`src/rtl/regfile_mp_if.sv`:
```
// Decode-stage register file bus: read ports, write-back and issue strobes.
// The master drives addresses and strobes; the slave returns registered data and busy flags.
interface regfile_mp_if #(
    parameter int WIDTH = 32,
    parameter int DEPTH = 32,
    parameter int NREAD = 2
);
    localparam int AW = $clog2(DEPTH);

    logic [NREAD*AW-1:0]    readAddr;
    logic [NREAD*WIDTH-1:0] readData;
    logic [NREAD-1:0]       readBusy;
    logic                   wrEn;
    logic [AW-1:0]          wrAddr;
    logic [WIDTH-1:0]       wrData;
    logic                   issueEn;
    logic [AW-1:0]          issueAddr;

    modport master (
        output readAddr, wrEn, wrAddr, wrData, issueEn, issueAddr,
        input  readData, readBusy
    );

    modport slave (
        input  readAddr, wrEn, wrAddr, wrData, issueEn, issueAddr,
        output readData, readBusy
    );
endinterface

```
`src/rtl/regfile_mp.sv`:
```
// Multi-read-port register file with write-first bypass and a per-register busy scoreboard.
// Read data and busy flags are registered; there is no input-to-output combinational path.
module regfile_mp #(
    parameter int WIDTH    = 32,
    parameter int DEPTH    = 32,
    parameter int NREAD    = 2,
    parameter int ZERO_REG = 1
) (
    input logic        clk,
    input logic        reset,
    regfile_mp_if.slave bus
);
    localparam int AW = $clog2(DEPTH);
    localparam logic [AW:0] DEPTH_LIM = (AW+1)'(DEPTH);

    logic [WIDTH-1:0]       mem [DEPTH];
    logic [DEPTH-1:0]       busy;
    logic [DEPTH-1:0]       busyNext;
    logic [AW-1:0]          rdAddr [NREAD];
    logic [NREAD*WIDTH-1:0] readDataNext;
    logic [NREAD*WIDTH-1:0] readDataQ;
    logic [NREAD-1:0]       readBusyNext;
    logic [NREAD-1:0]       readBusyQ;
    logic                   wrOk;
    logic                   issueOk;

    // Out-of-range addresses (non-power-of-two DEPTH) and a hardwired r0 are treated as absent.
    function automatic logic addrValid(input logic [AW-1:0] addr);
        return ({1'b0, addr} < DEPTH_LIM) && !((ZERO_REG != 0) && (addr == '0));
    endfunction

    for (genvar g = 0; g < NREAD; g++) begin : g_rdAddr
        assign rdAddr[g] = bus.readAddr[g*AW +: AW];
    end

    // Issue is applied after write-back so a same-edge new producer keeps the register busy.
    always_comb begin
        wrOk     = bus.wrEn && addrValid(bus.wrAddr);
        issueOk  = bus.issueEn && addrValid(bus.issueAddr);
        busyNext = busy;
        if (wrOk) begin
            busyNext[bus.wrAddr] = 1'b0;
        end
        if (issueOk) begin
            busyNext[bus.issueAddr] = 1'b1;
        end
    end

    always_comb begin
        readDataNext = '0;
        readBusyNext = '0;
        for (int p = 0; p < NREAD; p++) begin
            if (addrValid(rdAddr[p])) begin
                readDataNext[p*WIDTH +: WIDTH] = (wrOk && (bus.wrAddr == rdAddr[p]))
                                               ? bus.wrData : mem[rdAddr[p]];
                readBusyNext[p] = busyNext[rdAddr[p]];
            end
        end
    end

    always_ff @(posedge clk or posedge reset) begin
        if (reset) begin
            for (int i = 0; i < DEPTH; i++) begin
                mem[i] <= '0;
            end
            busy      <= '0;
            readDataQ <= '0;
            readBusyQ <= '0;
        end else begin
            if (wrOk) begin
                mem[bus.wrAddr] <= bus.wrData;
            end
            busy      <= busyNext;
            readDataQ <= readDataNext;
            readBusyQ <= readBusyNext;
        end
    end

    assign bus.readData = readDataQ;
    assign bus.readBusy = readBusyQ;
endmodule

```
`src/flat_wrapper.sv`:
```
// flat-port wrapper written by rule: the top's interface ports become plain ports
module regfile_mp_flat 
#(
    parameter int WIDTH    = 32,
    parameter int DEPTH    = 32,
    parameter int NREAD    = 2,
    parameter int ZERO_REG = 1
)
  (clk, reset, bus_readAddr, bus_wrEn, bus_wrAddr, bus_wrData, bus_issueEn, bus_issueAddr, bus_readData, bus_readBusy);
  regfile_mp_if #(.WIDTH(WIDTH), .DEPTH(DEPTH), .NREAD(NREAD)) bus_i ();
  input logic clk;
  input logic reset;
  input wire logic [$bits(bus_i.readAddr)-1:0] bus_readAddr;
  input wire logic [$bits(bus_i.wrEn)-1:0] bus_wrEn;
  input wire logic [$bits(bus_i.wrAddr)-1:0] bus_wrAddr;
  input wire logic [$bits(bus_i.wrData)-1:0] bus_wrData;
  input wire logic [$bits(bus_i.issueEn)-1:0] bus_issueEn;
  input wire logic [$bits(bus_i.issueAddr)-1:0] bus_issueAddr;
  output wire logic [$bits(bus_i.readData)-1:0] bus_readData;
  output wire logic [$bits(bus_i.readBusy)-1:0] bus_readBusy;
  assign bus_i.readAddr = bus_readAddr;
  assign bus_i.wrEn = bus_wrEn;
  assign bus_i.wrAddr = bus_wrAddr;
  assign bus_i.wrData = bus_wrData;
  assign bus_i.issueEn = bus_issueEn;
  assign bus_i.issueAddr = bus_issueAddr;
  assign bus_readData = bus_i.readData;
  assign bus_readBusy = bus_i.readBusy;
  regfile_mp #(.WIDTH(WIDTH), .DEPTH(DEPTH), .NREAD(NREAD), .ZERO_REG(ZERO_REG)) u_core (.clk(clk), .reset(reset), .bus(bus_i));
endmodule
```
`config.mk`:
```
export PLATFORM = sky130hd
export DESIGN_NAME = regfile_mp_flat
export DESIGN_NICKNAME = d
export VERILOG_FILES = /design/src/rtl/regfile_mp_if.sv /design/src/rtl/regfile_mp.sv /design/src/flat_wrapper.sv
export SDC_FILE = /design/constraint.sdc
export NUM_CORES = 2
export LEC_CHECK = 0
export BUFFER_PORTS_ARGS = -buffer_cell sky130_fd_sc_hd__buf_2
export CAP_MARGIN = 20
export CORE_ASPECT_RATIO = 0.6
export CORE_UTILIZATION = 55
export CTS_BUF_LIST = sky130_fd_sc_hd__clkbuf_8
export DETAILED_ROUTE_END_ITERATION = 6
export HOLD_SLACK_MARGIN = 0.02
export PLACE_DENSITY_LB_ADDON = 0.2
export SETUP_SLACK_MARGIN = 0.05
export SLEW_MARGIN = 20
export SYNTH_ARGS = -nofsm -noshare
export SYNTH_HDL_FRONTEND = slang
export SYNTH_SLANG_ARGS = --single-unit
```
`constraint.sdc`:
```
create_clock -name clk -period 50.7 [get_ports clk]
set_input_delay 10.14 -clock clk [delete_from_list [all_inputs] [get_ports clk]]
set_output_delay 10.14 -clock clk [all_outputs]
set_load 0.02 [all_outputs]
```
==> flow_metrics.tcl <==
set metrics [dict create \
    maxSlewHeadroom 0.240 \
    drt_first_pass_iters 7 \
    netlist.area_leader.share 0.478 \
    wl_met2_um 85900 \
    syn_to_final_growth_pct 8.33 \
    wl_per_cell_um 35.9 \
    final_max_slew_viol_count 0 \
    hp-class "register to register" \
    max_freq_ghz 0.0760 \
    synthFlopType "dfrtp_1" \
    yosys_warnings 0 \
    syn_inst 3811 \
    yosys-top-cells-area "dfrtp_1 48%, mux4_2 23%, mux2_2 19%" \
    yosysSeqAreaShare 0.478 \
    period_needed_ns 13.15 \
    switching_share 0.292 \
    route.met3.wl_um 20300 \
    setup_viol 0 \
    die_h_um 255 \
    dpl.cell_count 4983 \
    grt_pass1_wl_um 280000 \
    violations "DRC" \
    crit_required_ns 51.43 \
    cp_slowest_stage_delay_ns 0.87 \
    top_layer "met5" \
    end_kind "register" \
    p_int_mw 1.79 \
    ys_async_sr_fraction 1.00 \
    num_rows 92 \
    synth_edf_count 0 \
    holdBufCountCts 0 \
    p_comb_frac 0.216 \
    rsz0062_at_grt "false" \
    tightest_slew_ns 1.14 \
    p_clk_frac 0.306 \
    timing.critical_path.to "u_core.bus.readData[35]$_DFF_PP0_" \
    die_x_um 424 \
    post_cts_resized 0 \
    crit_chain "buf_8 > buf_4 > buf_4 > mux4_2 > mux4_2 > nor2b_1 > a211oi_1 > nor3_1" \
    crit_slowest_cell "buf_4" \
    syn-cell-area_um2 58700 \
    grt_max_degree 189 \
    insertion_delay_ns 0.90 \
    skew_ns 0.0451 \
    nets 3803 \
    powerDensity_nw_per_um2 39.6 \
    dieArea_um2 108000 \
    via_per_inst 7.18 \
    cts_setup_buffers 0 \
    rr_startpoint "u_core.mem[770]$_DFFE_PP0P_" \
    synth_cell_types 64 \
    antenna_found_initial 18 \
    root_buffer "clkbuf_8" \
    initial_utilization 0.557 \
    fin_ws_ns 37.55 \
    reg2reg_to "u_core.bus.readData[2]$_DFF_PP0_" \
    layout-drive-gt1-share 0.543 \
    path_class "input pin to register" \
    crit_fanout 50 \
    final_cells 5293 \
    vias 38027 \
    p_sw_mw 0.735 \
    core_um2 105000 \
    cts_tree "yes" \
    clk_path_buf_depth 3 \
    gp_congestion 0.906 \
    finalCritPeriodShare 0.259 \
    avgSynthCellArea_um2 15.4 \
    synth_top_area_cell "dfrtp_1" \
    fin_tns_setup_ns 0 \
    crit_start "bus_readAddr[5]" \
    ys_ff_latch 1122 \
    ir_worst_vdd_uv 27.7 \
    max-cap-violations 0 \
    grt_usage 0.361 \
    wl_met1_um 75900 \
    drt-initial-drc-count 4287 \
    cts_made_buffers 171 \
    cts.sinks 1122 \
    hold_viol_final 0 \
    seq_power_share 0.478 \
    drc_errors 1 \
    ant_nets 0 \
    worst_setup_path_start_kind "input pin" \
    dp_hpwl_um 103000 \
    reg2reg_depth 5 \
    worstPathArrival_ns 13.88 \
    num_io_pins 122 \
    p_leak_nw 27.5 \
    synth_nets 3867 \
    fill_cells 7865 \
    htreeDepth 4 \
    io_buffers 121 \
    wl_um 190000 \
    place_ws_ns 36.52 \
    path_clk_slew_ns 0.07 \
    grt_overflow 0 \
    grt_pass1_vias 40002 \
    reg2reg_slack_ns 48.20 \
    status "finished with violations" \
]
cell families after synthesis:
logic type / after synthesis / synth area share
buffers and inverters: 456 / 0.0334
AOI/OAI and AO/OA: 226 / 0.0263
muxes: 1655 / 0.432
and+or+nand+nor: 342 / 0.0285
DFF: 1122 / 0.478
xor gates and xnor gates: 10 / 0.00149
critical path: cells and delay by family:
family          cells  cell delay [ns]
buf+inv             3             2.11
mux                 2             1.08
compound gates      1             0.23
simple gates        2             0.22
cell type report:
cell class	count	area, um2	share of cell area
clock buffer	224	3080	0.0485
inverter	17	76.3	0.00120
timing repair buffer	202	1350	0.0211
clock inverter	79	369	0.00580
multi-input combinational	2233	28900	0.454
antenna	6	15.0	0.000236
sequential	1122	28100	0.441
tap	1410	1760	0.0277
synthesized netlist by cell type, types with 5 or more instances:
cell type / count
dfrtp_1: 1122
mux2_2: 1001
mux4_2: 605
clkbuf_1: 292
nand2_1: 116
nor2_1: 83
a211oi_1: 62
buf_2: 57
o21ai_0: 55
buf_1: 52
mux2i_1: 49
nor2b_1: 37
a21oi_1: 26
buf_4: 26
nor3_1: 24
and2_1: 17
nand3_1: 17
a311oi_1: 16
inv_1: 15
a31oi_1: 13
and3_1: 11
buf_6: 11
a32oi_1: 10
o21bai_1: 9
o211ai_1: 7
xor2_1: 6
a22o_1: 5
and3b_1: 5
registers in the layout, indices dropped and copies added, names as in the netlist:
register,flops
u_core.mem,1024
u_core.bus.readData,64
u_core.bus.readBusy,2
u_core.busy,32
power groups by stage:
stage	registers, mW	clock network (mW)	logic [mW]
4_1_cts	1.20	0.780	0.541
3_3_place_gp	1.19	0	0.520
3_5_place_dp	1.21	0	0.539
6_report	1.21	0.772	0.544
5_1_grt	1.22	0.821	0.578
2_1_floorplan	1.18	0	0.413
metal layers:
metal,up-vias,global-route usage
li1,14551,-
met1,20639,0.499
met2,2285,0.541
met3,542,0.104
met4,10,0.152
met5,-,0
layout by cell type (no fill, tap or decap), types with 7 or more instances in the layout:
cell type	n
dfrtp_1	1122
mux2_2	1001
mux4_2	605
clkbuf_8	224
buf_2	111
nand2_1	105
buf_4	80
nor2_1	68
inv_1	67
a211oi_1	62
o21ai_0	55
mux2i_1	49
nor2b_1	37
a21oi_1	26
nor3_1	24
and2_1	17
a311oi_1	16
clkinv_2	16
nor2_4	15
a31oi_1	13
nand2_2	11
nand3_1	11
a32oi_1	10
and3_1	9
o21bai_1	9
o211ai_1	7
clkinvlp_4	7
how the worst min path moves through the flow:
stage	start	to	depth (start not counted)
floorplan	u_core.busy[0]$_DFF_PP0_	u_core.busy[0]$_DFF_PP0_	1
global placement	u_core.busy[0]$_DFF_PP0_	u_core.busy[0]$_DFF_PP0_	0
detailed placement	u_core.busy[0]$_DFF_PP0_	u_core.busy[0]$_DFF_PP0_	0
CTS	u_core.busy[0]$_DFF_PP0_	u_core.busy[0]$_DFF_PP0_	0
global route	u_core.busy[0]$_DFF_PP0_	u_core.busy[0]$_DFF_PP0_	0
finish	u_core.busy[0]$_DFF_PP0_	u_core.busy[0]$_DFF_PP0_	0
stage by stage:
stage	cell area, um2	util	hold slack [ns]	power, mW
5_1_grt	63600	0.603	0.395	2.62
2_1_floorplan	58700	-	0.430	1.59
4_1_cts	63600	0.603	0.386	2.52
3_3_place_gp	60100	0.570	0.367	1.71
6_report	63600	0.603	0.385	2.52
3_5_place_dp	60100	0.570	0.369	1.75
(Power assumes the default switching activity.)
